`config.mk`:
```
export PLATFORM = sky130hd
export DESIGN_NAME = forward_unit_param
export DESIGN_NICKNAME = d
export VERILOG_FILES = /design/src/rtl/fwd_pkg.sv /design/src/rtl/fwd_port_mux.sv /design/src/rtl/forward_unit_param.sv
export SDC_FILE = /design/constraint.sdc
export NUM_CORES = 1
export LEC_CHECK = 0
export CORE_UTILIZATION = 39
export CTS_CLUSTER_DIAMETER = 40
export DETAILED_ROUTE_END_ITERATION = 8
export PLACE_DENSITY_LB_ADDON = 0.15
export SLEW_MARGIN = 0
export SYNTH_ARGS = -nofsm -noshare
export SYNTH_HDL_FRONTEND = slang
export SYNTH_SLANG_ARGS = --single-unit
```
`constraint.sdc`:
```
create_clock -name clk -period 2.26 [get_ports clk]
set_clock_uncertainty 0.05 [all_clocks]
set_input_delay 0.226 -clock clk [delete_from_list [all_inputs] [get_ports clk]]
set_output_delay 0.226 -clock clk [all_outputs]
set_load 0.02 [all_outputs]
```
`src/rtl/fwd_pkg.sv`:
```
// Shared types and default widths for the operand forwarding unit.
package fwd_pkg;

    localparam int unsigned DEF_DATA_W  = 32;
    localparam int unsigned DEF_RADDR_W = 4;
    localparam int unsigned DEF_NPORTS  = 2;
    localparam int unsigned DEF_NSTAGES = 2;
    localparam int unsigned TAG_DEST_W  = 8;   // widest supported register address
    localparam int unsigned CNT_W       = 16;

    typedef struct packed {
        logic                  valid;
        logic                  we;
        logic                  load;
        logic [TAG_DEST_W-1:0] dest;
    } stage_tag_t;

endpackage

```
`src/rtl/fwd_port_mux.sv`:
```
// Per-port forwarding select: youngest matching downstream stage wins, else register file.
module fwd_port_mux
    import fwd_pkg::*;
#(
    parameter int unsigned DATA_W  = DEF_DATA_W,
    parameter int unsigned RADDR_W = DEF_RADDR_W,
    parameter int unsigned NSTAGES = DEF_NSTAGES,
    parameter int unsigned SEL_W   = $clog2(DEF_NSTAGES + 1)
) (
    input  stage_tag_t [NSTAGES-1:0]             tags,
    input  logic       [RADDR_W-1:0]             src,
    input  logic                                 src_use,
    input  logic       [DATA_W-1:0]              opnd,
    input  logic       [NSTAGES-1:0][DATA_W-1:0] stg_res,
    output logic       [DATA_W-1:0]              value,
    output logic       [SEL_W-1:0]               sel,
    output logic                                 hazard
);

    logic [NSTAGES-1:0] match;

    always_comb begin
        match = '0;
        for (int unsigned k = 0; k < NSTAGES; k++) begin
            match[k] = src_use && tags[k].valid && tags[k].we &&
                       (tags[k].dest == TAG_DEST_W'(src));
        end
    end

    // Walk oldest to youngest so the lowest matching index is the last to assign.
    always_comb begin
        value = opnd;
        sel   = '0;
        for (int unsigned i = 0; i < NSTAGES; i++) begin
            if (match[NSTAGES-1-i]) begin
                value = stg_res[NSTAGES-1-i];
                sel   = SEL_W'(NSTAGES - i);
            end
        end
    end

    // A load in EX has no result yet; forwarding must wait for a later stage.
    assign hazard = match[0] && tags[0].load;

endmodule

```
`src/rtl/forward_unit_param.sv`:
```
// Operand forwarding / load-use interlock with a tag pipeline shadowing the downstream stages.
// Optional performance counters are enabled by defining FWD_PERF_CNT_EN.
module forward_unit_param
    import fwd_pkg::*;
#(
    parameter int unsigned DATA_W  = DEF_DATA_W,
    parameter int unsigned RADDR_W = DEF_RADDR_W,
    parameter int unsigned NPORTS  = DEF_NPORTS,
    parameter int unsigned NSTAGES = DEF_NSTAGES
) (
    input  logic                                            clk,
    input  logic                                            rst,
    input  logic                                            id_valid,
    input  logic [RADDR_W-1:0]                              id_dest,
    input  logic                                            id_we,
    input  logic                                            id_load,
    input  logic [NPORTS-1:0][RADDR_W-1:0]                  id_src,
    input  logic [NPORTS-1:0]                               id_src_use,
    input  logic [NPORTS-1:0][DATA_W-1:0]                   id_opnd,
    input  logic [NSTAGES-1:0][DATA_W-1:0]                  stg_res,
    input  logic                                            flush,
    output logic                                            stall,
    output logic                                            ex_valid,
    output logic [NPORTS-1:0][DATA_W-1:0]                   ex_opnd,
    output logic [NPORTS-1:0][$clog2(NSTAGES+1)-1:0]        fwd_sel
`ifdef FWD_PERF_CNT_EN
    ,
    output logic [CNT_W-1:0]                                stall_cnt,
    output logic [CNT_W-1:0]                                fwd_cnt
`endif
);

    localparam int unsigned SEL_W = $clog2(NSTAGES + 1);

    stage_tag_t [NSTAGES-1:0]             tags;
    logic       [NPORTS-1:0][DATA_W-1:0]  sel_value;
    logic       [NPORTS-1:0][SEL_W-1:0]   sel_stage;
    logic       [NPORTS-1:0]              port_hazard;
    logic       [NPORTS-1:0]              port_fwd;
    logic                                 issue;

    for (genvar p = 0; p < NPORTS; p++) begin : g_port
        fwd_port_mux #(
            .DATA_W  (DATA_W),
            .RADDR_W (RADDR_W),
            .NSTAGES (NSTAGES),
            .SEL_W   (SEL_W)
        ) u_mux (
            .tags    (tags),
            .src     (id_src[p]),
            .src_use (id_src_use[p]),
            .opnd    (id_opnd[p]),
            .stg_res (stg_res),
            .value   (sel_value[p]),
            .sel     (sel_stage[p]),
            .hazard  (port_hazard[p])
        );
        assign port_fwd[p] = |sel_stage[p];
    end

    assign stall = id_valid && (|port_hazard);
    assign issue = id_valid && !stall && !flush;

    always_ff @(posedge clk or posedge rst) begin
        if (rst) begin
            tags <= '0;
        end else if (flush) begin
            tags <= '0;
        end else begin
            for (int unsigned k = 1; k < NSTAGES; k++) begin
                tags[k] <= tags[k-1];
            end
            if (id_valid && !stall) begin
                tags[0].valid <= 1'b1;
                tags[0].we    <= id_we;
                tags[0].load  <= id_load;
                tags[0].dest  <= TAG_DEST_W'(id_dest);
            end else begin
                tags[0] <= '0;
            end
        end
    end

    always_ff @(posedge clk or posedge rst) begin
        if (rst) begin
            ex_valid <= 1'b0;
            ex_opnd  <= '0;
            fwd_sel  <= '0;
        end else begin
            ex_valid <= issue;
            if (issue) begin
                ex_opnd <= sel_value;
                fwd_sel <= sel_stage;
            end
        end
    end

`ifdef FWD_PERF_CNT_EN
    always_ff @(posedge clk or posedge rst) begin
        if (rst) begin
            stall_cnt <= '0;
            fwd_cnt   <= '0;
        end else begin
            if (stall && (stall_cnt != '1)) begin
                stall_cnt <= stall_cnt + 1'b1;
            end
            if (issue && (|port_fwd) && (fwd_cnt != '1)) begin
                fwd_cnt <= fwd_cnt + 1'b1;
            end
        end
    end
`else
    logic unused_fwd;
    assign unused_fwd = |port_fwd;
`endif

endmodule

```
======== Word level (Yosys, flattened, before mapping) ========
Cells that the tools add are included.
storage, ports and cells
  register bits ........................... 90
  input bits .............................. 148
  output and inout port bits .............. 70
  word-level logic and storage cells ...... 46
operators by class
  eq/ne operators ......................... 4
  mux-type cells .......................... 10
  reductions and logical operators ........ 20
operator list
  cell                                            count
  32-bit two-way mux                              4
  8-bit by 4-bit equality test with 1-bit output  4
  22-bit two-way mux                              1
  1-bit logical AND                               17
  11-bit two-way mux                              1
  2-bit two-way mux                               4
  1-bit logical NOT                               2
  2-bit OR reduction                              1

======== Longest topological paths before layout ========
Gate-level depths: netlist (run 1).
  word-level depth ........................ 10
  gate-level depth with buffers ........... 8
  gate-level depth less buffers ........... 5

======== Modules after synthesis ========
A second synthesis (run 1) with hierarchy kept.
unflattened totals
  cells, all modules ...................... 519
  area total of the unflattened synthesis .. 4957.3 um2
modules (own cells, without submodules)
  module              times used  cells an instance  area each (um2)  sequential area each (um2)
  forward_unit_param  1           175                3017.9           2052.0
  fwd_port_mux        2           172                969.7            0.0

======== Worst setup path after synthesis (run 1) ========
OpenSTA, ideal clock, no wires.
  kind .................................... flip-flop to flip-flop
  start point ............................. reg ex_valid (netlist name)
  end point ............................... reg ex_opnd[32] in the netlist's numbering
  setup time .............................. 120 ps
  data arrival time ....................... 1733 ps
  data required time ...................... 2090 ps
  setup slack ............................. 357 ps
  stages on the path, launching flop included .. 8
  path buffers ............................ 2
  clock period less this slack ............ 1903 ps
  cells stage by stage .................... dfrtp_1 nand3_1 or3b_1 o221ai_2 inv_2 buf_6 buf_6 a31o_1
RTL lines
  item                  RTL line                  source
  end signal, assigned  forward_unit_param.sv:92  ex_opnd <= sel_value;
  end, declared         forward_unit_param.sv:24  output logic [NPORTS-1:0][DATA_W-1:0] ex_opnd,

======== Final worst setup path (run 1) ========
  start point ............................. reg tags[3] (netlist name)
  end point ............................... reg ex_opnd[45] in the netlist's numbering
between the ends
  cells in the longest elaborated chain, start to end .. 8
  elaborated cells on any way between the ends .. 12
  those cells by class .................... eq/ne (2); mux (1); reduce/logical (9)
ends and longest elaborated chain
  item                                            RTL line                  source
  8-bit by 4-bit equality test with 1-bit output  fwd_port_mux.sv:26        (tags[k].dest == TAG_DEST_W'(src));
  1-bit logical AND                               fwd_port_mux.sv:25        match[k] = src_use && tags[k].valid && tags[k].we &&
  1-bit logical AND                               fwd_port_mux.sv:43        assign hazard = match[0] && tags[0].load;
  2-bit OR reduction                              forward_unit_param.sv:61  assign stall = id_valid && (|port_hazard);
  1-bit logical AND                               forward_unit_param.sv:61
  1-bit logical NOT                               forward_unit_param.sv:62  assign issue = id_valid && !stall && !flush;
  1-bit logical AND (2 in series)                 forward_unit_param.sv:62
Parallel ways exist; a longest one is shown, timed or not.
A chain may end at the register's enable or synchronous reset.

==> results of run 1 <==
==> sequential cells by signal, summed over array words and instances (netlist names) <==
signal and flops:
fwd_sel 4, ex_valid 1, ex_opnd 64, tags 12
==> path summary, 6_finish.rpt <==
check,to,cells after the start,slack (ns)
min in group clk,tags[3]$_DFF_PP0_,2,0.41
max in group asynchronous,ex_opnd[16]$_DFFE_PP0P_,3,1.48
min reg2reg,ex_opnd[23]$_DFFE_PP0P_,2,0.42
max,ex_opnd[45]$_DFFE_PP0P_,7,0.13
max reg2reg,ex_opnd[45]$_DFFE_PP0P_,7,0.13
min,tags[11]$_DFF_PP0_,3,0.33
==> metrics by stage <==
step | TNS (ns) | setup slack [ns] | std cells
finish | 0 | 0.129 | 967
global route | 0 | 0.0185 | 967
CTS | 0 | 0.0181 | 967
detailed placement | -7.02 | -0.215 | 951
global placement | -5.26 | -0.202 | 951
floorplan | 0 | 0.357 | 585
==> logic make-up after synthesis <==
family / Yosys count / synth area share [%]
compound gates: 134 / 19.3
simple gates: 293 / 31.6
flops: 81 / 40.6
xor+xnor: 17 / 2.98
buf+inv: 60 / 5.47
==> report_power, final <==
| part | switching [mW] | internal [mW] |
|---|---|---|
| registers | 0.0892 | 1.60 |
| logic | 0.571 | 0.680 |
| clock network | 0.587 | 0.963 |
| total | 1.25 | 3.25 |
==> metal layers <==
metal	part of all wire, %	vias up	global-route usage [%]
li1	-	2522	-
met1	40	2564	33.3
met2	49	229	47.7
met3	8.7	25	6.75
met4	1.7	2	9.87
met5	0.051	-	0
==> synth_stat cells, drive strengths merged <==
cell type,instances
dfrtp,81
nand2,72
clkbuf,42
and2,39
nand3,37
o21ai,35
and3,33
nor2,33
o31ai,33
or4,33
a211oi,32
a31o,32
nand2b,32
buf,16
xnor2,10
nor2b,7
xor2,7
inv,2
or3b,2
nor3,1
nor3b,1
nor4,1
o221ai,1
o22ai,1
or2,1
or3,1
==> worst max-delay path: cells and delay by family, from the launching register on <==
kind            cells  cell delay (ns)
compound gates      2             0.37
xor+xnor            1             0.18
buf+inv             2             0.43
flops               1             0.41
simple gates        2             0.56
==> layout make-up <==
type	instances	area [um2]	share of cell area (%)
multi-input combinational	444	2740	34.8
timing repair buffer	256	2570	32.7
sequential	81	2030	25.7
clock buffer	10	229	2.91
tap	168	210	2.67
clock inverter	6	82.6	1.05
inverter	2	11.3	0.143
==> timing repair <==
action / in CTS / in global routing
pin swaps: 0 / 1
gates resized for setup: 2 / 1
setup endpoints to repair: 1 / 3
==> flow_summary.json, run 1 <==
{
  "synthCells": 585,
  "cts.clk_slew.worst_paths_ns": 0.06,
  "port_buffers": 217,
  "seq_area_frac_synth_pct": 40.6,
  "grt.overflow.total": 0,
  "timing.fmax_mhz": 469,
  "grt_pass1_vias": 5544,
  "drcViolationCount": 0,
  "path_max_fanout": 62,
  "wl_per_cell_um": 18.4,
  "crit_path_start_kind": "flip-flop",
  "tightestPinTransition_ns": 0.539,
  "cts_tree": "built",
  "yosys.area.top_type": "dfrtp_1",
  "layout.nets": 942,
  "slew_headroom_pct": 63.9,
  "core-area_mm2": 0.0123,
  "synthesis.nets": 733,
  "synth_top_area_share_pct": 40.6,
  "setup_viol": 0,
  "wirelength_mm": 17.8,
  "crit_start": "tags[3]$_DFF_PP0_",
  "ys_types": 31,
  "slew_violations": 0,
  "ios": 218,
  "viasPerCell": 5.52,
  "worstSkewPairLatency_ns": 0.32,
  "antenna_found_initial": 1,
  "layout_commonest_cell": "clkdlybuf4s50_1",
  "timing.final.hold_violations": 0,
  "power_leakage_nw": 3.26,
  "cts_made_buffers": 9,
  "status": "finished, final reports clean",
  "end_kind": "flip-flop",
  "r2r_start": "tags[3]$_DFF_PP0_",
  "holdWs_ns": 0.331,
  "final_cell_mix": "clkdlybuf4s50_1, dfrtp_1, nand2_1",
  "final_core_util_pct": 64.2,
  "cts_max_level": 3,
  "worstSetupPathType": "flip-flop to flip-flop",
  "antenna_cells": 0,
  "cts_sinks": 81,
  "max_stage_delay_ns": 0.41,
  "power_density_mw_per_mm2": 571,
  "gp_congestion": 0.884,
  "critPathRequiredTime_ns": 2.47,
  "area_delta_synth_final_pct": 57.8,
  "postRouteAntennaNets": 0,
  "grt_usage_pct": 27.5,
  "drtPass1Iterations": 5,
  "die_w_um": 115,
  "drive_gt1_share_pct": 8.51,
  "postCtsSetupBuffers": 0,
  "rsz0062_at_grt": "false",
  "syn_area_mm2": 0.00499,
  "start_util_pct": 40.7,
  "dr_total_vias": 5342,
  "cp.arrival_ns": 2.35,
  "grt_first_pass_wirelength_mm": 28.0,
  "p_total_mw": 4.49,
  "fin_crit_sh_pct": 94.3,
  "final.min_clock_period_ns": 2.13,
  "nFillCells": 1073,
  "cap_violations": 0,
  "grt_start_max_net_pins": 82,
  "dpl.hpwl_mm": 12.6,
  "ys_ff_latch": 81,
  "row_count": 40,
  "crit_path_cell_trace": "xor2_1, or3b_1, buf_4, o221ai_4, buf_12, and2_1, a31o_1",
  "synth-warning-count": 0,
  "syn_avg_cell_area_um2": 8.53,
  "clk_path_buf_depth": 2,
  "drt_iter0_drc": 373,
  "post-route-cell-area_mm2": 0.00787,
  "cts_root_buf": "clkbuf_16",
  "ir_drop_mv": 0.305,
  "placed_area_mm2": 0.00757,
  "die-area_mm2": 0.0133,
  "fp.dieH_um": 115,
  "hold_path_class": "input pin to async pin",
  "synth_area_leaders": "dfrtp_1, nand2_1, a31o_1",
  "critPathSlowestCell": "dfrtp_1",
  "cts_hold_buf": 0
}
Note: power is estimated with default switching activity, not from simulation.
==> run 2: changes to the inputs <==
--- a/config.mk
+++ b/config.mk
@@ -5,10 +5,11 @@
 export SDC_FILE = /design/constraint.sdc
 export NUM_CORES = 1
 export LEC_CHECK = 0
+export CORE_ASPECT_RATIO = 1.5
 export CORE_UTILIZATION = 39
-export CTS_CLUSTER_DIAMETER = 40
+export CTS_CLUSTER_DIAMETER = 120
 export DETAILED_ROUTE_END_ITERATION = 8
-export PLACE_DENSITY_LB_ADDON = 0.15
+export PLACE_DENSITY = 0.76
 export SLEW_MARGIN = 0
 export SYNTH_ARGS = -nofsm -noshare
 export SYNTH_HDL_FRONTEND = slang
==> run 2 against run 1 <==
- final cell count is 1.4% lower
- register-to-register slack hardly changed
- total power is 1.4% lower
- combinational power hardly changed
- critical path depth stayed put
- first-iteration DRC count is 23% lower
- critical path type unchanged
- largest power group unchanged
==> flow_summary.json, run 2 (synthesis results as in run 1) <==
{
  "regMostFlops": "ex_opnd",
  "final_cell_mix": "clkdlybuf4s50_1, dfrtp_1, nand2_1",
  "drtPass1Iterations": 5,
  "final_core_util_pct": 63.0,
  "power_density_mw_per_mm2": 565,
  "wirelength_mm": 18.2,
  "core-area_mm2": 0.0124,
  "slew_headroom_pct": 59.2,
  "path_max_fanout": 58,
  "postRouteAntennaNets": 0,
  "p_total_mw": 4.43,
  "die_w_um": 94.4,
  "dp_slack_ns": -0.156,
  "row_count": 50,
  "dpl.hpwl_mm": 13.1,
  "cap_violations": 0,
  "fin_tns_setup_ns": 0,
  "drt_iter0_drc": 286,
  "grt_pass1_vias": 5612,
  "drcViolationCount": 0,
  "fp.dieH_um": 141,
  "worstSetupPathType": "flip-flop to flip-flop",
  "wl_per_cell_um": 19.1,
  "fin_crit_sh_pct": 93.8,
  "largest_reg_flops": 64,
  "power_leakage_nw": 3.25,
  "timing.final.hold_violations": 0,
  "grt_first_pass_wirelength_mm": 28.6,
  "antenna_found_initial": 1,
  "holdWs_ns": 0.255,
  "cts.clk_slew.worst_paths_ns": 0.06,
  "ir_drop_mv": 0.405,
  "end_kind": "flip-flop",
  "top_regs": "ex_opnd x64, tags x12, fwd_sel x4",
  "crit_path_start_kind": "flip-flop",
  "critPathRequiredTime_ns": 2.48,
  "postCtsSetupBuffers": 0,
  "rsz0062_at_grt": "false",
  "viasPerCell": 5.69,
  "grt_usage_pct": 28.1,
  "drive_gt1_share_pct": 8.29,
  "clk_path_buf_depth": 2,
  "port_buffers": 217,
  "setup_viol": 0,
  "cp.arrival_ns": 2.34,
  "timing.fmax_mhz": 472,
  "layout_commonest_cell": "clkdlybuf4s50_1",
  "slew_violations": 0,
  "cts_max_level": 3,
  "gp_congestion": 0.931,
  "grt.overflow.total": 0,
  "die-area_mm2": 0.0133,
  "setup_ws_ns": 0.140,
  "ios": 218,
  "status": "finished, final reports clean",
  "grt_start_max_net_pins": 66,
  "worstSkewPairLatency_ns": 0.34,
  "cts_made_buffers": 9,
  "start_util_pct": 40.1,
  "cts_tree": "built",
  "hold_path_class": "input pin to async pin",
  "tightestPinTransition_ns": 0.610,
  "area_delta_synth_final_pct": 57.2,
  "final.min_clock_period_ns": 2.12,
  "cts_root_buf": "clkbuf_16",
  "dr_total_vias": 5426,
  "cts_sinks": 81,
  "layout.nets": 940
}
-- run 2: cell types whose count changed in the layout (fill, tap and decap cells not counted), sizes merged --
cell	delta
bufinv	-1
diode	+1
buf	-2
-- run 2: repair_timing --
item	4_1_cts	5_1_grt
hold buffers	0	0
cloned	0	0
resized for setup	1	3
endpoints found under the setup margin	1	5
-- run 2: worst paths after layout --
check,start,to,slack [ns],cells after the start
worst min-delay path,rst,tags[1]$_DFF_PP0_,0.25,2
worst max register to register,tags[3]$_DFF_PP0_,ex_opnd[39]$_DFFE_PP0P_,0.14,7
worst max-delay path,tags[3]$_DFF_PP0_,ex_opnd[39]$_DFFE_PP0P_,0.14,7
min in group clk,id_dest[3],tags[3]$_DFF_PP0_,0.39,2
max in group asynchronous,rst,ex_opnd[45]$_DFFE_PP0P_,1.32,3
worst min register to register,ex_opnd[17]$_DFFE_PP0P_,ex_opnd[17]$_DFFE_PP0P_,0.43,2
-- run 2: cell type report --
class                           instances  area, um2
Inverter                                2       11.3
Fill cell                            1035       4600
Sequential cell                        81       2030
Clock buffer                           10        239
Clock inverter                          5       56.3
Tap cell                              156        195
Timing Repair Buffer                  254       2570
Multi-Input combinational cell        444       2740
Antenna cell                            1       2.50
-- run 2: critical path, cell delays in order, from the launching register on --
cell and delay (ns):
dfrtp_1 0.43, xor2_1 0.17, or3b_1 0.40, buf_4 0.15, o221ai_4 0.27, buf_12 0.27, and2_1 0.18, a31o_1 0.10
-- run 2: report_power, final --
group | internal [mW] | leakage, nW | switching, mW
Sequential | 1.60 | 1.02 | 0.0870
Combinational | 0.682 | 2.08 | 0.571
Clock | 0.878 | 0.144 | 0.610
-- run 2: per-layer routing --
| layer | vias up | routed length [um] | global-route usage (%) |
|---|---|---|---|
| met1 | 2600 | 6890 | 31.2 |
| li1 | 2520 | - | - |
| met4 | 0 | 1000 | 16.9 |
| met3 | 69 | 1020 | 4.94 |
| met2 | 237 | 9280 | 49.0 |
| met5 | - | 0 | 0 |
-- run 2: stage by stage --
stage | area [um2] | instances
detailed placement | 7550 | 937
global placement | 7550 | 937
global route | 7850 | 953
CTS | 7840 | 952
floorplan | 4990 | 585
finish | 7850 | 953
